--- src/rtl/hex_display_scanner.sv ---
// Time-multiplexed scan controller for common-anode 7-segment digits on a shared segment bus.
// New display values are double-buffered and committed only at frame boundaries.
module hex_display_scanner #(
  parameter int unsigned NUM_DIGITS   = 4,
  parameter int unsigned PRESCALE     = 50000,
  parameter int unsigned BLANK_CYCLES = 500
) (
  input  logic                    clk,
  input  logic                    reset,
  input  logic                    en,
  input  logic                    wr_valid,
  output logic                    wr_ready,
  input  logic [4*NUM_DIGITS-1:0] wr_value,
  input  logic [NUM_DIGITS-1:0]   blank_mask,
  output logic [6:0]              seg,
  output logic [NUM_DIGITS-1:0]   dig_sel,
  output logic                    frame_done
);

  localparam int unsigned CNT_W = $clog2(PRESCALE);
  localparam int unsigned IDX_W = (NUM_DIGITS > 1) ? $clog2(NUM_DIGITS) : 1;
  localparam int unsigned VAL_W = 4 * NUM_DIGITS;
  localparam logic [CNT_W-1:0] CNT_LAST = CNT_W'(PRESCALE - 1);
  localparam logic [IDX_W-1:0] IDX_LAST = IDX_W'(NUM_DIGITS - 1);
  localparam logic [6:0]       SEG_OFF  = 7'h7F;

  typedef enum logic {S_EMPTY, S_FULL} pend_state_e;

  pend_state_e           state, state_nxt;
  logic [CNT_W-1:0]      cnt;
  logic [IDX_W-1:0]      idx;
  logic [VAL_W-1:0]      active, pending;
  logic                  tick_c, boundary_c, accept_c, commit_c, in_blank_c;
  logic [3:0]            nibble_c;
  logic                  mask_bit_c;
  logic [NUM_DIGITS-1:0] dig_nxt_c;

  function automatic logic [6:0] hex_decode(input logic [3:0] v);
    logic [6:0] s;
    case (v)
      4'h0: s = 7'h40;  4'h1: s = 7'h79;  4'h2: s = 7'h24;  4'h3: s = 7'h30;
      4'h4: s = 7'h19;  4'h5: s = 7'h12;  4'h6: s = 7'h02;  4'h7: s = 7'h78;
      4'h8: s = 7'h00;  4'h9: s = 7'h10;  4'hA: s = 7'h08;  4'hB: s = 7'h03;
      4'hC: s = 7'h46;  4'hD: s = 7'h21;  4'hE: s = 7'h06;  default: s = 7'h0E;
    endcase
    return s;
  endfunction

  assign tick_c     = en && (cnt == CNT_LAST);
  assign boundary_c = tick_c && (idx == IDX_LAST);
  assign dig_nxt_c  = ~(NUM_DIGITS'(1) << idx);

  // Leading part of every slot with all digits off to hide ghosting
  if (BLANK_CYCLES > 0) begin : g_blank
    assign in_blank_c = cnt < CNT_W'(BLANK_CYCLES);
  end else begin : g_no_blank
    assign in_blank_c = 1'b0;
  end

  // Select the active nibble and live mask bit for the current slot
  always_comb begin
    nibble_c   = 4'h0;
    mask_bit_c = 1'b0;
    for (int k = 0; k < int'(NUM_DIGITS); k++) begin
      if (idx == IDX_W'(k)) begin
        nibble_c   = active[4*k +: 4];
        mask_bit_c = blank_mask[k];
      end
    end
  end

  // Pending-buffer FSM: fill on handshake, drain into active at a frame boundary
  always_comb begin
    state_nxt = state;
    accept_c  = 1'b0;
    commit_c  = 1'b0;
    case (state)
      S_EMPTY: begin
        if (wr_valid) begin
          accept_c  = 1'b1;
          state_nxt = S_FULL;
        end
      end
      S_FULL: begin
        if (boundary_c) begin
          commit_c  = 1'b1;
          state_nxt = S_EMPTY;
        end
      end
    endcase
  end

  always_ff @(posedge clk) begin
    if (reset) state <= S_EMPTY;
    else       state <= state_nxt;
  end

  always_ff @(posedge clk) begin
    if (reset) begin
      cnt        <= '0;
      idx        <= '0;
      active     <= '0;
      pending    <= '0;
      wr_ready   <= 1'b1;
      seg        <= SEG_OFF;
      dig_sel    <= '1;
      frame_done <= 1'b0;
    end else begin
      wr_ready   <= (state_nxt == S_EMPTY);
      frame_done <= boundary_c;
      if (accept_c) pending <= wr_value;
      if (commit_c) active  <= pending;

      if (en) begin
        cnt <= tick_c ? '0 : cnt + CNT_W'(1);
        if (tick_c) idx <= (idx == IDX_LAST) ? '0 : idx + IDX_W'(1);
      end

      if (!en || in_blank_c) begin
        seg     <= SEG_OFF;
        dig_sel <= '1;
      end else begin
        seg     <= mask_bit_c ? SEG_OFF : hex_decode(nibble_c);
        dig_sel <= dig_nxt_c;
      end
    end
  end

endmodule

--- config.mk ---
export PLATFORM = sky130hd
export DESIGN_NAME = hex_display_scanner
export DESIGN_NICKNAME = d
export VERILOG_FILES = /design/src/rtl/hex_display_scanner.sv
export SDC_FILE = /design/constraint.sdc
export NUM_CORES = 1
export LEC_CHECK = 0
export CAP_MARGIN = 20
export CORE_ASPECT_RATIO = 0.5
export CORE_MARGIN = 10
export CORE_UTILIZATION = 30
export CTS_CLUSTER_SIZE = 20
export DETAILED_ROUTE_END_ITERATION = 8
export SLEW_MARGIN = 20
export SYNTH_ARGS = -nofsm -noshare
export SYNTH_HDL_FRONTEND = slang
export SYNTH_SLANG_ARGS = --single-unit
--- constraint.sdc ---
create_clock -name clk -period 2.7 [get_ports clk]
set_clock_uncertainty 0.15 [all_clocks]
set_input_delay 0.27 -clock clk [delete_from_list [all_inputs] [get_ports clk]]
set_output_delay 0.27 -clock clk [all_outputs]
set_load 0.1 [all_outputs]
# Yosys cells after proc, flatten, opt, wreduce, memory -nomap -nowiden
# Memories as Yosys holds them, arrays and structs flattened. A register that Yosys moved wholly into a read port is not among the register bits.
# Cells that the tools add are included.
dict set report word_totals {
  regBits 57
  output_inout_bits 13
  in_bits 24
  mem_count 1
  mem_bits_ro 112
}
# memory depth word_bits read_ports rd_ports_with_merged_regs write_ports line_no
set memory_table {}
lappend memory_table {{(name not given)} 16 7 1 1 0 40} ;# case (v)
dict set report classes {
  muxes 16
  n_shift 1
  bitwise 3
  n_reduce_logical 8
  n_addsub 2
  n_eq_ne 4
  magnitude_cmp 1
}
# cell count
set op_table {}
lappend op_table {{$add 16x1->16 const B} 1}
lappend op_table {{$eq 16x16->1 const B} 1}
lappend op_table {{$lt 16x9->1 const B} 1}
lappend op_table {{$mux 16} 1}
lappend op_table {{$mux 4} 4}
lappend op_table {{$mux 1} 9}
lappend op_table {{$eq 2x2->1 const B} 2}
lappend op_table {{$not 4->4} 1}
lappend op_table {{$shl 1x2->4 const A} 1}
lappend op_table {{$reduce_or 3->1} 1}
lappend op_table {{$add 2x1->2 const B} 1}
lappend op_table {{$eq 2x1->1 const B} 1}
lappend op_table {{$logic_and 1x1->1} 2}
lappend op_table {{$logic_not 2->1} 1}
lappend op_table {{$mux 2} 1}
lappend op_table {{$not 1->1} 2}
lappend op_table {{$pmux 1 s2} 1}
lappend op_table {{$reduce_and 2->1} 1}
lappend op_table {{$reduce_or 2->1} 1}
lappend op_table {{$logic_not 1->1} 1}
lappend op_table {{$logic_or 1x1->1} 1}

# Depth between registers and ports, before layout
# Gate-level depths: netlist of the first run.
dict set report logic_depth {
  depth_word 6
  depth_mapped 10
  ltp_nobuf 9
}

# Least setup slack after synthesis of the first run
# OpenSTA, ideal clock, no wires.
dict set report synth_path {
  path_type {flip-flop to flip-flop}
  start {reg idx[1]}
  end {reg seg[1]}
  path_stages_with_launch 11
  slack_ns 0.373
  arrival_time_ns 2.049
  n_path_buf 1
  period_less_slack_ns 2.327
  path_cell_list {dfxtp_1 > inv_1 > ha_1 > buf_2 > nand3b_1 > a221oi_2 > inv_1 > ha_1 > o21ai_0 > a21o_1 > nand3_1}
}
dict set report synth_via {
  elab_chain_cells 6
  word_cells_on_any_way 13
}
# item line_no
set synth_rtl {}
lappend synth_rtl {{from (decl)} 31} ;# logic [IDX_W-1:0] idx;
lappend synth_rtl {{from (signal assigned)} 116} ;# if (tick_c) idx <= (idx == IDX_LAST) ? '0 : idx + IDX_W'(1);
lappend synth_rtl {{$logic_not 2->1} 65} ;# if (idx == IDX_W'(k)) begin
lappend synth_rtl {{$mux 1 (4 in a row)} 65}
lappend synth_rtl {{$reduce_or 3->1 (no line)} n/a}
lappend synth_rtl {{to (decl)} 15} ;# output logic [6:0] seg,
# Parallel ways exist; a longest one is shown, timed or not.
# A chain may end at the register's enable or synchronous reset.

# Worst setup path after layout of the first run
dict set report layout_path {
  start {reg idx[1]}
  end {reg seg[0]}
}
# The elaborated chain is that of the path after synthesis.

==> results.cfg, run 1 <==
[grt]
overflow = 0
grt_antenna_before_repair = 0
grt_pass1_vias = 2111
grt_max_degree = 34
grt_pass1_wl_um = 10200
gr-usage-all-layers = 0.0905

[synth]
synth_cell_type_count = 46
synth_cells = 311
async_flop_share = 0
synth-seq-cells = 64
syn_area_um2 = 2850
synth_nets = 346
yosysTopAreaCell = dfxtp_1
avgSynthCellArea_um2 = 9.15
ys_warn_count = 0
yosysSeqAreaShare = 0.450
synth_common_cells = 64 x dfxtp_1, 55 x nand2_1, 31 x nor2_1
synth_edf_count = 0
ys.flop_type = dfxtp_1
synth_top_area_share = 0.450
yosysMostFrequentCell = dfxtp_1
synth.area.top_cells = dfxtp_1 45%, nand2_1 7.3%, mux2i_1 6.7%

[power_and_ir_drop]
leakagePower_nw = 1.32
ir_worst_vdd_mv = 0.336
p_per_area_nw_per_um2 = 659

[clock_network]
cts_buffers = 9
tritoncts = built
cts_buffer_depth = 2
clock_latency_ps = 330
cts-resized-gates = 0
root_buffer = clkbuf_16
post_cts_buffers = 0
htreeDepth = 3
clock_sinks = 64
path_clk_slew_ps = 50
cts_hold_repair.buffers = 0

[setup_path]
start_kind = register
critPathCaptureType = register
cp_slowest_cell = dfxtp_1
critical_path.top_delay_family = compound AO/OA/AOI/OAI gates
arrival_ps = 2440
max_stage_delay_ps = 370
path_cells = inv_1, ha_1, a21oi_1, o21ai_0, a22oi_1, inv_1, ha_1, nor3b_1, o31ai_1
r2r-end = seg[0]
worst-r2r-cell-count = 9
cp_max_fo = 11
crit_type = register to register
r2r_setup_slack_ps = 320
crit_buf_inv = 2
r2r_start = idx[1]
cp.required_ps = 2760

[floorplanning]
ios = 37
fp.dieW_um = 158
core.rowCount = 25
start_util = 0.304
fp.dieH_um = 88.9
die-area_um2 = 14000
core_um2 = 9350

[layout]
area_growth_pct = 27.5
fin_nets = 383
antenna_cells = 0
drive_gt1_frac = 0.139
final_area_um2 = 3630
stdcell_count = 474
fin_util = 0.388

[route]
vias = 2169
detail_route.wl_per_cell_um = 12.7
dr.first_iter.drc_count = 132
via_per_inst = 4.58
antenna_left = 0
dr.pass1.iters = 4
drc_errors = 0
wirelength_um = 6030

[worst_hold_path]
holdPathStages = 2
hold_start = pending[15]
hold_class = register to register
min_to = pending[15]

[outcome]
status = complete, no violations

[place]
gp_congestion = 0.786
place_area_um2 = 3280
place_inst = 458
port_buffers = 36
dp_hpwl_um = 4230

[sta]
post-route-period-util = 0.882
relSlewSlack = 0.617
rsz0062_at_grt = false
max_freq_mhz = 420
fin_crit_ps = 2380
setup_viol = 0
max_slew.worst_pin.slew_ps = 575
drv_slew = 0
hold_ws_ps = 307
tns_ps = 0
hold_viol = 0

[flow_run]
maxCapViolCount = 0
-- worst reg2reg max path, stage by stage (launching register included) --
cell and delay [ps]:
dfxtp_1 370, inv_1 80, ha_1 300, a21oi_1 180, o21ai_0 110, a22oi_1 310, inv_1 180, ha_1 280
nor3b_1 210, o31ai_1 100
-- area by class of cell --
type | instances | area, µm²
Clock buffer | 9 | 225
Multi-Input combinational cell | 221 | 1440
Clock inverter | 7 | 120
Sequential cell | 64 | 1280
Tap cell | 121 | 151
Fill cell | 937 | 5720
Inverter | 11 | 41.3
Timing Repair Buffer | 41 | 365
-- kinds of logic (layout without fill, tap and decap cells) --
group,Yosys count,count (layout),synth area share
DFF,64,64,0.450
AOI/OAI and AO/OA,48,48,0.118
muxes,20,20,0.0708
buffers and inverters,26,68,0.0426
xor gates and xnor gates,12,12,0.0369
adders and majority gates,11,11,0.0484
and+or+nand+nor,130,130,0.233
-- cells in the final DEF, fill, tap and decap left out, types with 3 or more instances in the layout --
cell,instances
o21ai_0,6
bufinv_16,3
o221ai_1,3
clkbuf_16,9
nor3_1,5
nand3_1,5
nor2b_1,5
nand2_1,55
xnor2_1,7
xor2_1,5
nor3b_1,5
ha_1,11
nand3b_1,4
mux2i_1,19
buf_4,18
clkdlybuf4s50_1,23
a311oi_2,3
nor2_1,31
inv_1,11
dfxtp_1,64
a21oi_1,25
nand4_1,3
-- layer usage --
metal,vias up,GRT usage,part of all wire
met1,990,0.108,0.47
li1,1148,-,-
met2,23,0.144,0.47
met3,8,0.0403,0.044
met4,0,0.0278,0.011
met5,-,0,0
-- through the flow --
step                power [mW]  worst slack [ps]
floorplan                 1.04               373
global placement          1.09               267
detailed placement        1.09               224
CTS                       2.42               329
global route              2.47              86.7
finish                    2.39               318
-- worst max path at each step --
stage	startpoint	to	slack, ps	depth (start not counted)
after floorplan	idx[1]	seg[1]	370	10
after global placement	en	active[9]	270	6
after detailed placement	en	active[5]	220	6
after CTS	idx[0]	seg[0]	330	9
after global routing	idx[1]	seg[1]	90	9
final	idx[1]	seg[0]	320	9
-- sequential cells by signal (all words and copies together) (netlist names) --
register	count
idx	2
dig_sel	4
active	16
wr_ready	1
cnt	16
seg	7
state	1
pending	16
frame_done	1
-- power breakdown --
part | internal, mW | switching, mW
clock | 0.902 | 0.422
sequential | 0.963 | 0.0105
combinational | 0.0470 | 0.0482
Note: power is estimated with default switching activity, not from simulation.
==> run 2: changes to the inputs <==
CAP_MARGIN = 10   (was 20)
CELL_PAD_IN_SITES_DETAIL_PLACEMENT = 0   (was not set)
CELL_PAD_IN_SITES_GLOBAL_PLACEMENT = 2   (was not set)
PLACE_DENSITY_LB_ADDON = 0.1   (was not set)
==> run 2 against run 1 <==
Compared with the run above: sequential power is essentially flat; routed wire length is 8.3% higher; worst setup slack got worse by 58 ps; clock power fell by 11%; worst hold slack improved by 2.2 ps; largest cell class unchanged; largest power group unchanged.
==> results.cfg, run 2 (synthesized netlist as in run 1, its figures left out) <==
[layout]
layout_commonest_cell = dfxtp_1
fin_nets = 386
layout_common_cells = 64 x dfxtp_1, 55 x nand2_1, 31 x nor2_1
stdcell_count = 476
area_growth_pct = 27.1
nFillCells = 941
ff_latch_area_um2 = 1280
top_regs = active (16), cnt (16), pending (16)
multi_input_comb_area_um2 = 1450
antenna_cells = 0
drive_gt1_frac = 0.146

[grt]
gr-usage-all-layers = 0.101
overflow = 0
grt_pass1_wl_um = 11100
grt_pass1_vias = 2191
grt_max_degree = 40
grt_antenna_before_repair = 0

[setup_path]
crit_type = register to register
critPathCaptureType = register
arrival_ps = 2470
cp.required_ps = 2730
start_kind = register
cp_max_fo = 13

[floorplanning]
core_um2 = 9350
start_util = 0.304
core.rowCount = 25
die-area_um2 = 14000
ios = 37
fp.dieW_um = 158
fp.dieH_um = 88.9

[place]
port_buffers = 36
place_inst = 461
gp_congestion = 0.772
dp_hpwl_um = 4780

[sta]
max_freq_mhz = 410
drv_slew = 0
setup_viol = 0
tns_ps = 0
max_slew.worst_pin.slew_ps = 588
hold_viol = 0
relSlewSlack = 0.608
rsz0062_at_grt = false
fin_crit_ps = 2440
post-route-period-util = 0.904

[clock_network]
htreeDepth = 3
cts_buffer_depth = 2
tritoncts = built
root_buffer = clkbuf_16
cts_buffers = 9
clock_sinks = 64
clock_latency_ps = 330
cts_hold_repair.buffers = 0
path_clk_slew_ps = 50

[route]
vias = 2203
drc_errors = 0
dr.first_iter.drc_count = 72
via_per_inst = 4.63
wirelength_um = 6530
antenna_left = 0
dr.pass1.iters = 4
detail_route.wl_per_cell_um = 13.7

[power_and_ir_drop]
leakagePower_nw = 1.32
p_per_area_nw_per_um2 = 622
p_total_mw = 2.25
ir_worst_vdd_mv = 0.297

[worst_hold_path]
hold_class = register to register

[flow_run]
maxCapViolCount = 0

[outcome]
status = complete, no violations
## run 2: changes by cell type in the layout (fill, tap and decap cells not counted), sizes merged
| cell | delta |
|---|---|
| buf | +3 |
| clkinv | -1 |
| clkbuf | +3 |
| clkinvlp | -1 |
| bufinv | -2 |
## run 2: timing repair
action	in CTS	in global routing
setup buffers	0	0
endpoints found under the setup margin	0	1
resized for setup	0	1
## run 2: power breakdown
group	switching [mW]	leakage (nW)	internal [mW]
clock	0.398	0.154	0.781
sequential	0.0112	0.519	0.964
combinational	0.0488	0.648	0.0481
## run 2: worst max-delay path, stage by stage, from the launching register on
cell,delay (ps)
dfxtp_1,390
ha_1,490
nor2_1,150
a311oi_2,530
buf_4,240
mux2i_1,190
o221ai_1,150
## run 2: area by class of cell
| type | instances | area share |
|---|---|---|
| inverters | 11 | 0.0114 |
| flip-flops and latches | 64 | 0.354 |
| well taps | 121 | 0.0419 |
| repair buffers | 44 | 0.107 |
| multi-input cells | 221 | 0.401 |
| clock buffers | 12 | 0.0737 |
| clock inverters | 3 | 0.0111 |
## run 2: through the flow
step | hold slack, ps | utilization | area, µm² | setup WS [ps]
finish | 309 | 0.387 | 3620 | 260
global route | 327 | 0.387 | 3620 | 15.6
CTS | 313 | 0.386 | 3610 | 221
detailed placement | 306 | 0.353 | 3310 | 210
global placement | 302 | 0.353 | 3310 | 243
floorplan | 245 | - | 2850 | 373
## run 2: routing by layer
layer  vias up  global-route usage  share of wire
li1       1143                   -              -
met1      1021               0.122           0.48
met2        31               0.159           0.46
met3         8              0.0451          0.051
met4         0              0.0329          0.011
met5         -                   0              0
## run 2: worst paths after layout
check / start / end / slack [ps] / cells past startpoint
setup reg to reg: idx[0] / seg[5] / 260 / 6
hold reg to reg: pending[12] / pending[12] / 310 / 2
hold / removal: pending[12] / pending[12] / 310 / 2
setup / recovery: idx[0] / seg[5] / 260 / 6
